===== src/rtl/tape_ram_loader.sv =====
// tape_ram_loader: streams a byte download through a small FIFO into the
// single-port system RAM whenever the arbiter grants the port. It then reads
// every written location back and compares the readback sum with the
// checksum of the bytes that were written.
//
// Handshakes:
// - A download byte transfers on a rising edge where dl_valid & dl_ready.
// - A RAM access happens in a cycle where ram_req & ram_grant. ram_wren
//   marks that access as a write.
// - Read data returns on ram_q one cycle after the granted read cycle.
module tape_ram_loader #(
    parameter int address_width   = 16,
    parameter int data_width      = 8,
    parameter int fifo_depth_log2 = 2
) (
    input  logic                     clock,
    input  logic                     reset_n,
    input  logic                     dl_start,
    input  logic [address_width-1:0] dl_base,
    input  logic                     dl_valid,
    input  logic [data_width-1:0]    dl_data,
    output logic                     dl_ready,
    input  logic                     dl_end,
    output logic                     ram_req,
    input  logic                     ram_grant,
    output logic                     ram_wren,
    output logic [address_width-1:0] ram_address,
    output logic [data_width-1:0]    ram_data,
    input  logic [data_width-1:0]    ram_q,
    output logic                     busy,
    output logic                     done,
    output logic                     error,
    output logic [data_width-1:0]    checksum,
    output logic [address_width:0]   count,
    output logic [1:0]               fsm_state
);

    typedef enum logic [1:0] {IDLE, LOAD, VERIFY, DONE} state_t;

    localparam int depth = 1 << fifo_depth_log2;

    state_t                     state, state_next;
    logic [address_width-1:0]   base;
    logic [data_width-1:0]      fifo_mem [depth];
    logic [fifo_depth_log2:0]   wr_ptr, rd_ptr, level;
    logic                       fifo_empty, fifo_full;
    logic [data_width-1:0]      fifo_head;
    logic                       end_flag;
    logic [address_width:0]     index;
    logic                       pend;
    logic [data_width-1:0]      rsum;
    logic                       count_full;
    logic                       push, pop, drop, rd_grant, verify_finish;

    // The pointers carry one extra bit, so the top bit of the fill level is
    // set exactly when the FIFO is full.
    assign level      = wr_ptr - rd_ptr;
    assign fifo_empty = (level == '0);
    assign fifo_full  = level[fifo_depth_log2];
    assign fifo_head  = fifo_mem[rd_ptr[fifo_depth_log2-1:0]];
    assign count_full = count[address_width];

    assign busy      = (state == LOAD) || (state == VERIFY);
    assign done      = (state == DONE);
    assign fsm_state = state;

    // Next state, RAM port drive and FIFO strobes; dl_start overrides everything.
    always_comb begin
        state_next    = state;
        dl_ready      = 1'b0;
        ram_req       = 1'b0;
        ram_wren      = 1'b0;
        ram_address   = '0;
        ram_data      = '0;
        push          = 1'b0;
        pop           = 1'b0;
        drop          = 1'b0;
        rd_grant      = 1'b0;
        verify_finish = 1'b0;
        case (state)
            LOAD: begin
                dl_ready = !fifo_full;
                push     = dl_valid && !fifo_full;
                if (!fifo_empty && !count_full) begin
                    ram_req     = 1'b1;
                    ram_address = base + count[address_width-1:0];
                    ram_data    = fifo_head;
                    if (ram_grant) begin
                        ram_wren = 1'b1;
                        pop      = 1'b1;
                    end
                end
                // Past the top of RAM, bytes keep draining so the source never stalls.
                if (!fifo_empty && count_full) begin
                    drop = 1'b1;
                    pop  = 1'b1;
                end
                if ((end_flag || dl_end) && fifo_empty && !push) begin
                    state_next = (count == '0) ? DONE : VERIFY;
                end
            end
            VERIFY: begin
                if (index < count) begin
                    ram_req     = 1'b1;
                    ram_address = base + index[address_width-1:0];
                    rd_grant    = ram_grant;
                end
                if ((index == count) && !pend) begin
                    verify_finish = 1'b1;
                    state_next    = DONE;
                end
            end
            default: begin
            end
        endcase
        if (dl_start) begin
            state_next = LOAD;
        end
    end

    // State register.
    always_ff @(posedge clock or negedge reset_n) begin
        if (!reset_n) begin
            state <= IDLE;
        end else begin
            state <= state_next;
        end
    end

    // FIFO storage has no reset: an entry is only read after it has been written.
    always_ff @(posedge clock) begin
        if (push && !dl_start) begin
            fifo_mem[wr_ptr[fifo_depth_log2-1:0]] <= dl_data;
        end
    end

    // Counters, checksums, FIFO pointers and error flag.
    always_ff @(posedge clock or negedge reset_n) begin
        if (!reset_n) begin
            base     <= '0;
            wr_ptr   <= '0;
            rd_ptr   <= '0;
            count    <= '0;
            checksum <= '0;
            rsum     <= '0;
            error    <= 1'b0;
            end_flag <= 1'b0;
            index    <= '0;
            pend     <= 1'b0;
        end else if (dl_start) begin
            base     <= dl_base;
            wr_ptr   <= '0;
            rd_ptr   <= '0;
            count    <= '0;
            checksum <= '0;
            rsum     <= '0;
            error    <= 1'b0;
            end_flag <= 1'b0;
            index    <= '0;
            pend     <= 1'b0;
        end else begin
            if (push) begin
                wr_ptr <= wr_ptr + 1'b1;
            end
            if (pop) begin
                rd_ptr <= rd_ptr + 1'b1;
            end
            if (ram_wren) begin
                count    <= count + 1'b1;
                checksum <= checksum + ram_data;
            end
            if ((state == LOAD) && dl_end) begin
                end_flag <= 1'b1;
            end
            if (rd_grant) begin
                index <= index + 1'b1;
            end
            pend <= rd_grant;
            if (pend) begin
                rsum <= rsum + ram_q;
            end
            error <= error | drop | (verify_finish & (rsum != checksum));
        end
    end

endmodule


===== config.mk =====
export PLATFORM = sky130hd
export DESIGN_NAME = tape_ram_loader
export DESIGN_NICKNAME = d
export VERILOG_FILES = /design/src/rtl/tape_ram_loader.sv
export SDC_FILE = /design/constraint.sdc
export NUM_CORES = 1
export LEC_CHECK = 0
export CORE_MARGIN = 2
export CORE_UTILIZATION = 45
export DETAILED_ROUTE_END_ITERATION = 10
export PLACE_DENSITY_LB_ADDON = 0.08
export SYNTH_ARGS = -nofsm -noshare
export SYNTH_HDL_FRONTEND = slang
export SYNTH_SLANG_ARGS = --single-unit

===== constraint.sdc =====
create_clock -name clock -period 4.82 [get_ports clock]
set_clock_uncertainty 0.1 [all_clocks]
set_input_delay 0.723 -clock clock [delete_from_list [all_inputs] [get_ports clock]]
set_output_delay 0.723 -clock clock [all_outputs]
set_load 0.02 [all_outputs]

# Yosys cells after proc, flatten, opt, wreduce, memory -nomap -nowiden
# Memory sizes are Yosys's and may differ from the RTL's.
# Cells that the tools add are included.
[totals]
register_bits = 77
ram_bits = 32
in_bits = 38
out_inout_bits = 57
elab_cells = 102
memories = 1
[classes]
n_addsub = 9
magnitude_cmp = 1
eq_ne = 7
n_mux = 44
bitwise_logic = 3
reduce_logical = 26
[mem_list]
columns = ["memory", "depth", "width", "rd", "rd_ports_with_merged_regs", "write_ports", "line", "rtl"]
rows = [
  ["fifo_mem", 4, 8, 1, 0, 1, "44", "logic [data_width-1:0] fifo_mem [depth];"],
]
[ops]
columns = ["op", "count"]
rows = [
  ["17-bit two-way mux", 4],
  ["8-bit two-way mux", 6],
  ["17-bit by 1-bit adder with 17-bit output (second input constant)", 2],
  ["16-bit adder", 2],
  ["16-bit two-way mux", 2],
  ["16-bit case mux with 2 select lines", 1],
  ["1-bit two-way mux", 22],
  ["17-bit equality test", 1],
  ["17-bit zero test", 1],
  ["17-bit less-than comparator", 1],
  ["8-bit adder", 2],
  ["3-bit two-way mux", 4],
  ["2-bit nonzero test", 6],
  ["1-bit logical AND", 8],
  ["8-bit != test", 1],
  ["3-bit by 1-bit adder with 3-bit output (second input constant)", 2],
  ["1-bit zero test", 6],
  ["2-bit two-way mux", 3],
  ["3-bit by 2-bit != test with 1-bit output (second input constant)", 2],
  ["2-bit equality test (second input constant)", 2],
  ["2-bit case mux with 2 select lines", 1],
  ["3-bit zero test", 1],
  ["3-bit AND reduction", 1],
  ["3-bit nonzero test", 1],
  ["other kinds (6)", 8],
]

# Logic depth before layout (Yosys ltp)
# Gate-level depths: netlist of run 1.
[logic_depth]
ltp_word = 9
depth_mapped = 16
depth_no_buf = 14

# Worst setup path after synthesis of run 1
# Ideal clock, no wire load.
[synth_timing]
path_kind = "register to output"
start = "register count[0]"
end = "output port ram_address[14]"
t_arrival_ps = 2825
required_time_ps = 3997
setup_slack_ps = 1172
path_stages_with_launch = 9
n_path_buf = 0
cell_sequence = "dfrtp_1 -> ha_1 -> fa_1 -> a21o_1 -> a221oi_1 -> a21boi_0 -> a31oi_1 -> xor2_1 -> o32ai_1"
[synth_via]
elab_chain_len = 3
elab_cells_between_ends = 5
classes_between = "1 x add/sub; 1 x order compare; 3 x mux"
[synth_lines]
columns = ["item", "line", "rtl"]
rows = [
  ["start: declaration", "34", "output logic [address_width:0] count,"],
  ["start signal: assignment", "169", "count <= count + 1'b1;"],
  ["16-bit adder or 17-bit less-than comparator (tied branches)", "86, 103", ""],
  ["16-bit two-way mux, on equally long branches", "84, 103", ""],
  ["16-bit case mux with 2 select lines *", "80", "case (state)"],
  ["end: declaration", "27", "output logic [address_width-1:0] ram_address,"],
]
# Every way passes the cells marked *; elsewhere a longest branch is shown, timed or not.

# Worst setup path after layout of run 1
[layout_timing]
start = "register index[0]"
end = "output port ram_address[12]"
[layout_via]
elab_chain_len = 3
elab_cells_between_ends = 4
classes_between = "1 x add/sub; 1 x order compare; 2 x mux"
[layout_lines]
columns = ["item", "line", "rtl"]
rows = [
  ["start: declaration", "49", "logic [address_width:0] index;"],
  ["start signal: assignment", "176", "index <= index + 1'b1;"],
  ["16-bit adder or 17-bit less-than comparator (tied branches)", "105, 103", ""],
  ["16-bit two-way mux *", "103", "if (index < count) begin"],
  ["16-bit case mux with 2 select lines *", "80", ""],
]
# Marked as above.

==> metrics.md, run 1 <==
| Metric | Value |
|---|---|
| Number of hold violations in the final report | `0` |
| Post-Syn Area | `0.00771 mm2` |
| Overall Power | `3700 uW` |
| Initial antenna violation count | `0` |
| Die Y | `135 um` |
| Fraction of the mapped netlist area in adder cells | `13.1%` |
| Primary flip-flop cell chosen by synthesis mapping | `dfrtp_1` |
| Worst-path cell with the longest stage delay | `clkdlybuf4s50_1` |
| GRT Residual Overflow | `0` |
| Worst slew margin | `27.7%` |
| Core Area | `0.0166 mm2` |
| Hold buffers post-CTS | `0` |
| Site Rows | `47` |
| Ant diodes | `0` |
| Least-Margin Pin Slew | `1070 ps` |
| First-pass GRT wire length | `33,900 um` |
| Number of top-level pins | `95` |
| Buf+Inv Stages, Crit Path | `1` |
| Critical path origin | `index[0]$_DFFE_PN0P_` |
| CTS root buf | `clkbuf_16` |
| Layout area overhead | `19.5%` |
| Max cap viols | `0` |
| Distinct cells, synth | `59` |
| Setup bufs post-CTS | `0` |
| WP data arrival | `approximately 3700 ps` |
| Worst R2R Setup Slack | `1300 ps` |
| Critical path type | `flop to primary output` |
| Vias in the first global route | `6,373` |
| Status | `complete, no violations` |
| Largest family of logic cells by synthesized area | `simple AND/OR/NAND/NOR gates` |
| CTS sink count | `109` |
| Sequential area share after synthesis | `between 30% and 40%` |
| Port buffer count | `94` |
| Routed wl met2 | `9650 um` |
| Clock buffer depth | `2` |
| Async set or reset register ratio after synthesis | `around 71%` |
| Ys Warns | `0` |
| Syn avg cell area | `9.66 um2` |
| Compound-Gate Fraction of Synth Area | `between 10% and 20%` |
| Die X | `135 um` |
| Simple-gate share of the synthesized area | `18.7%` |
| GP Congestion | `approximately 0.9` |
| Final setup fails | `0` |
| Post-synth EDFFs | `32` |
| CP peak stage delay | `650 ps` |
| TritonRoute pass-1 iters | `5` |
| Post-DR wirelength/cell | `~19 um` |
| Num CTS Buffers | `9` |
| Post-route ant nets | `0` |
| Reg-to-Reg End | `checksum[7]$_DFFE_PN0P_` |
| Worst path required time | `4000 ps` |
| Drt drc | `0` |
| CTS H-tree depth | `3` |
| Worst r2r src | `wr_ptr[0]$_DFFE_PN0P_` |
| Crit path capture type | `primary output` |
| Layout cell share with drive strength beyond 1 | `8.89%` |
| Final worst path period need | `roughly 4500 ps` |
| Via/cell ratio | `slightly below 6` |
| DRT iter0 DRCs | `476` |
| PD cells | `401 mW/mm2` |
| Cells after synthesis | `around 800` |
| Clk_lat worst skew | `360 ps` |
| Critical path cell sequence | `ha_1 -> fa_1 -> a21oi_1 -> o211ai_1 -> a2111oi_0 -> xnor2_1 -> nand3_1 -> a31oi_1 -> clkdlybuf4s50_1` |
| RSZ-0062 raised after global routing | `false` |
| Clock Pin Slew Worst Setup and Hold Paths | `approximately 80 ps` |
| Wl on met1 | `9650 um` |
| CP Capture Point | `ram_address[12]` |
| HPWL Detailed | `15,700 um` |
| Worst r2r path cells | `13` |
| Max Slew Vio Count | `0` |
| Mux contribution to synthesized area | `7.44%` |
| CTS tree | `built` |
| Final wirelength | `between 20,000 and 25,000 um` |
| Max FO, Critical Path | `5` |
| #FFs+latches synth | `about 110` |
| # nets final | `1,000` |
| Crit-path leading delay family | `compound AO/OA/AOI/OAI gates` |
| Pleak | `0.00382 uW` |
| Period utilisation layout | `93.3%` |
| Max Used Layer | `met4` |
| Met3 WL post-DR | `1300 um` |
| Post-CTS sizing | `0` |
| Total global routing track utilization | `23.9%` |
| CP startpoint kind | `flop` |
| Mapped Nets | `914` |
| Largest net degree at the start of global routing | `78` |
| WP depth | `9` |
| Detailed-route via count | `6,483` |
| XOR/XNOR Fraction of Synth Area | `6.59%` |
| Starting density of the core | `46.3%` |
| Die area | `0.0182 mm2` |
| Total negative slack | `0 ps` |
| Worst hold path class | `input pin to async pin` |
| Fmax achieved | `approximately 0.22 GHz` |
| Worst vdd ir | `about 0.00028 V` |
[cells in the final DEF, fill, tap and decap left out, drive strengths merged, types with 4 or more instances in the layout]
master,n
nand2,50
mux2,26
inv,37
and2,14
a211o,4
nand4,11
clkbuf,9
o21ai,21
xor2,13
nand2b,4
buf,12
a21o,14
and3,8
ha,74
fa,4
mux2i,10
or4,8
or2,5
clkinv,4
a21oi,70
mux4,8
clkdlybuf4s50,92
o211ai,9
or3,9
o31ai,7
nor3,22
nor2,69
edfxtp,32
nand3,42
a211oi,5
dfrtp,77
xnor2,45
nor4,13
a31oi,7
nor2b,13
nor4b,4
[cell usage after synthesis, types with 5 or more instances]
cell | instances | area (um2)
dfrtp_1 | 77 | 1930
ha_1 | 74 | 926
a21oi_1 | 70 | 350
nor2_1 | 69 | 259
nand2_1 | 50 | 188
xnor2_1 | 45 | 394
nand3_1 | 42 | 210
inv_1 | 33 | 124
edfxtp_1 | 32 | 961
mux2_2 | 26 | 293
clkbuf_1 | 24 | 90.1
nor3_1 | 22 | 110
o21ai_0 | 21 | 105
a21o_1 | 14 | 105
and2_1 | 14 | 87.6
nor2b_1 | 13 | 81.3
nor4_1 | 13 | 81.3
xor2_1 | 13 | 114
mux2i_1 | 10 | 100
nand4_1 | 10 | 62.6
o211ai_1 | 9 | 67.6
and3_1 | 8 | 50.1
mux4_2 | 8 | 180
a31oi_1 | 7 | 43.8
o31ai_1 | 7 | 52.6
or4_1 | 7 | 52.6
a211oi_1 | 5 | 37.5
buf_1 | 5 | 18.8
or3_1 | 5 | 31.3
[report_power, final]
| group | switching (uW) | leakage (uW) | internal (uW) |
|---|---|---|---|
| Combinational | 1060 | 0.00235 | 760 |
| Clock | 395 | 0.000151 | 375 |
| Sequential | 73.5 | 0.00132 | 1030 |
| Total | 1530 | 0.00382 | 2160 |
[sequential cells by signal, summed over array words and instances, names as in the netlist]
name,count
fifo_mem,32
count,17
index,17
base,16
checksum,8
rsum,8
rd_ptr,3
wr_ptr,3
fsm_state,2
end_flag,1
error,1
pend,1
[worst min-delay path by stage]
stage	to	slack (ps)
2_1_floorplan	base[0]$_DFFE_PN0P_	330
3_3_place_gp	end_flag$_DFFE_PN0P_	380
3_5_place_dp	end_flag$_DFFE_PN0P_	400
4_1_cts	end_flag$_DFFE_PN0P_	420
5_1_grt	end_flag$_DFFE_PN0P_	440
6_report	rsum[4]$_DFFE_PN0P_	410
[cell families after synthesis]
| group | after synthesis |
|---|---|
| AND/OR/NAND/NOR | 281 |
| adder cells (fa/ha/maj) | 78 |
| flip-flops | 109 |
| multiplexers | 44 |
| buffers and inverters | 63 |
| XOR/XNOR | 58 |
| AO/OA/AOI/OAI | 165 |
[per-stage QoR]
stage	setup slack [ps]	instance area, um2	util [%]	hold slack (ps)	std cells
floorplan	1170	7710	-	327	798
global placement	560	8890	53.4	384	1093
detailed placement	567	8890	53.4	396	1093
CTS	145	9210	55.3	416	1109
global route	107	9210	55.4	441	1109
finish	322	9210	55.4	411	1109
[area by class of cell]
cell class,instances,area (um2)
Timing Repair Buffer,104,1020
Fill cell,1445,7430
Multi-Input combinational cell,626,4590
Sequential cell,109,2890
Tap cell,220,275
Clock inverter,7,86.3
Inverter,34,128
Clock buffer,9,225
[metal layers]
metal	vias to the layer above	track usage (%)
met5	-	0
met4	0	8.07
met3	30	4.02
met2	206	36.9
met1	3137	34.1
li1	3110	-
Power figures use the tool's default switching activity.
==> run 2, diff against run 1 <==
--- a/config.mk
+++ b/config.mk
@@ -8,6 +8,7 @@
 export CORE_MARGIN = 2
 export CORE_UTILIZATION = 45
 export DETAILED_ROUTE_END_ITERATION = 10
+export DONT_BUFFER_PORTS = 1
 export PLACE_DENSITY_LB_ADDON = 0.08
 export SYNTH_ARGS = -nofsm -noshare
 export SYNTH_HDL_FRONTEND = slang
==> run 2 against run 1 <==
  * Worst hold slack lost 250 ps
  * Flip-flop and latch count is the same
  * Critical path depth did not move
  * Critical endpoint is now ram_address[14]
  * Highest routed layer unchanged
==> metrics.md, run 2 (synthesis gave the netlist of run 1 again) <==
| Metric | Value |
|---|---|
| Clk_lat worst skew | `370 ps (about the same)` |
| Starting density of the core | `46.3% (unchanged)` |
| Site Rows | `47 (unchanged)` |
| Core Area | `0.0166 mm2 (unchanged)` |
| Most frequent cells in the layout | `dfrtp_1 (77), ha_1 (74), a21oi_1 (70)` |
| Worst slew margin | `52.5% (+25 points)` |
| Post-CTS sizing | `0 (unchanged)` |
| Setup bufs post-CTS | `0 (unchanged)` |
| Post-Place Cells | `1,000 (-8.5%)` |
| Die area | `0.0182 mm2 (unchanged)` |
| Sw frac | `44.4% (+2.9 points)` |
| Seq pwr share | `33.7% (+3.9 points)` |
| Crit-path leading delay family | `compound AO/OA/AOI/OAI gates` |
| Port buffer count | `0 (-100%)` |
| Largest net degree at the start of global routing | `94 (+21%)` |
| Max Slew Vio Count | `0 (unchanged)` |
| CP peak stage delay | `570 ps (-80 ps)` |
| Pleak | `0.00349 uW (-8.6%)` |
| Die X | `135 um (unchanged)` |
| Total negative slack | `0 ps (unchanged)` |
| RSZ-0062 raised after global routing | `false` |
| Int Pwr | `1870 uW (-13%)` |
| Hold buffers post-CTS | `1 (+1)` |
| Crit path capture type | `primary output` |
| Num CTS Buffers | `9 (unchanged)` |
| Logic gate share of total power | `42.1% (-7.2 points)` |
| Drt drc | `0 (unchanged)` |
| Final worst path period need | `4390 ps (-112 ps)` |
| Via/cell ratio | `5.97 (+2.2%)` |
| Commonest non-fill, non-tap cell in the layout | `dfrtp_1` |
| Fmax achieved | `0.228 GHz (+2.5%)` |
| Worst path required time | `4000 ps (about the same)` |
| Period utilisation layout | `91.0% (-2.3 points)` |
| Post-route ant nets | `0 (unchanged)` |
| Vias in the first global route | `5,939 (-6.8%)` |
| CTS H-tree depth | `3 (unchanged)` |
| Post-DR wirelength/cell | `20.2 um (+6.6%)` |
| Critical path cell sequence | `ha_1 -> fa_1 -> a21o_1 -> a221oi_1 -> a21boi_0 -> a31oi_1 -> xor2_1 -> o32ai_1 -> buf_4` |
| Number of hold violations in the final report | `0 (unchanged)` |
| DRT iter0 DRCs | `431 (-9.5%)` |
| First-pass GRT wire length | `32,900 um (-3.1%)` |
| Max cap viols | `0 (unchanged)` |
| Layout cell share with drive strength beyond 1 | `9.91% (+1.0 points)` |
| Clock share of power | `24.2% (+3.4 points)` |
| Clock Pin Slew Worst Setup and Hold Paths | `80 ps (about the same)` |
| CP startpoint kind | `flop` |
| CTS root buf | `clkbuf_16` |
| Status | `complete, no violations` |
| Max reg flops | `32 (unchanged)` |
| CTS sink count | `109 (unchanged)` |
| Ant diodes | `0 (unchanged)` |
| Overall Power | `3370 uW (-8.8%)` |
| Buf+Inv Stages, Crit Path | `1 (unchanged)` |
| Worst hold path class | `input pin to async pin` |
| Layout area overhead | `7.87%` |
| Fin cells | `1,017 (-8.3%)` |
| Clock buffer depth | `2 (unchanged)` |
| GP Congestion | `0.996 (+10%)` |
| Final wirelength | `20,500 um (-2.2%)` |
| GRT Residual Overflow | `0 (unchanged)` |
| Switch Pwr | `1490 uW (-2.5%)` |
| Final setup fails | `0 (unchanged)` |
| WP data arrival | `3560 ps (-120 ps)` |
| CTS tree | `built` |
| Critical path type | `flop to primary output` |
| # nets final | `908 (-9.2%)` |
| Area post-placement | `0.00796 mm2 (-10%)` |
| Max FO, Critical Path | `7 (+2)` |
| Worst vdd ir | `0.000231 V (-17%)` |
| Die Y | `135 um (unchanged)` |
| Final instance area | `0.00831 mm2 (-9.8%)` |
| End-of-flow core utilization | `50.0% (-5.4 points)` |
| Least-Margin Pin Slew | `712 ps (-362 ps)` |
| Total global routing track utilization | `23.3% (-0.54 points)` |
| Detailed-route via count | `6,074 (-6.3%)` |
| HPWL Detailed | `15,100 um (-3.7%)` |
| Worst-path cell with the longest stage delay | `a221oi_1` |
| Initial antenna violation count | `0 (unchanged)` |
| PD cells | `405 mW/mm2 (+1.0%)` |
| Number of top-level pins | `95 (unchanged)` |
| TritonRoute pass-1 iters | `5 (unchanged)` |
[run 2: power groups by stage]
| stage | sequential, uW | combinational [uW] | clock, uW |
|---|---|---|---|
| 3_3_place_gp | 1150 | 1370 | 0 |
| 4_1_cts | 1140 | 1420 | 836 |
| 2_1_floorplan | 1130 | 1080 | 0 |
| 6_report | 1140 | 1420 | 816 |
| 3_5_place_dp | 1160 | 1400 | 0 |
| 5_1_grt | 1150 | 1550 | 873 |
[run 2: metal layers]
layer	share of wire, %	global-route usage (%)	up-vias
li1	-	-	2940
met1	47	33.7	2944
met2	44	35.4	166
met3	6.1	4.84	24
met4	2.3	7.13	0
met5	0	0	-
[run 2: layout make-up]
class	instances	area, um2
clock inverters	7	100
clock buffers	9	225
inverters	34	128
repair buffers	12	110
well taps	220	275
fillers	1541	8330
multi-input cells	626	4590
flip-flops and latches	109	2890
[run 2: worst register-to-register path, delay by kind of cell (launching register included)]
family | cells | cell delay [ps]
buffers and inverters | 1 | 90
and+or+nand+nor | 2 | 500
DFF | 1 | 650
adders and majority gates | 2 | 500
AOI/OAI and AO/OA | 6 | 1280
xor gates and xnor gates | 2 | 470
[run 2: final timing paths]
kind | startpoint | endpoint | slack, ps | cells past startpoint
worst max-delay path | count[0]$_DFFE_PN0P_ | ram_address[14] | 430 | 9
worst min-delay path | reset_n | index[4]$_DFFE_PN0P_ | 160 | 1
worst max register to register | rd_ptr[1]$_DFFE_PN0P_ | checksum[7]$_DFFE_PN0P_ | 1110 | 13
worst min register to register | end_flag$_DFFE_PN0P_ | end_flag$_DFFE_PN0P_ | 410 | 2
max in group asynchronous | reset_n | base[8]$_DFFE_PN0P_ | 4150 | 1
min in group clock | dl_start | rsum[4]$_DFFE_PN0P_ | 320 | 1
[run 2: metrics by stage]
| step | worst slack [ps] | hold slack, ps |
|---|---|---|
| floorplan | 1170 | 327 |
| global placement | 918 | 330 |
| detailed placement | 867 | 330 |
| CTS | 456 | 176 |
| global route | 288 | 175 |
| finish | 434 | 158 |
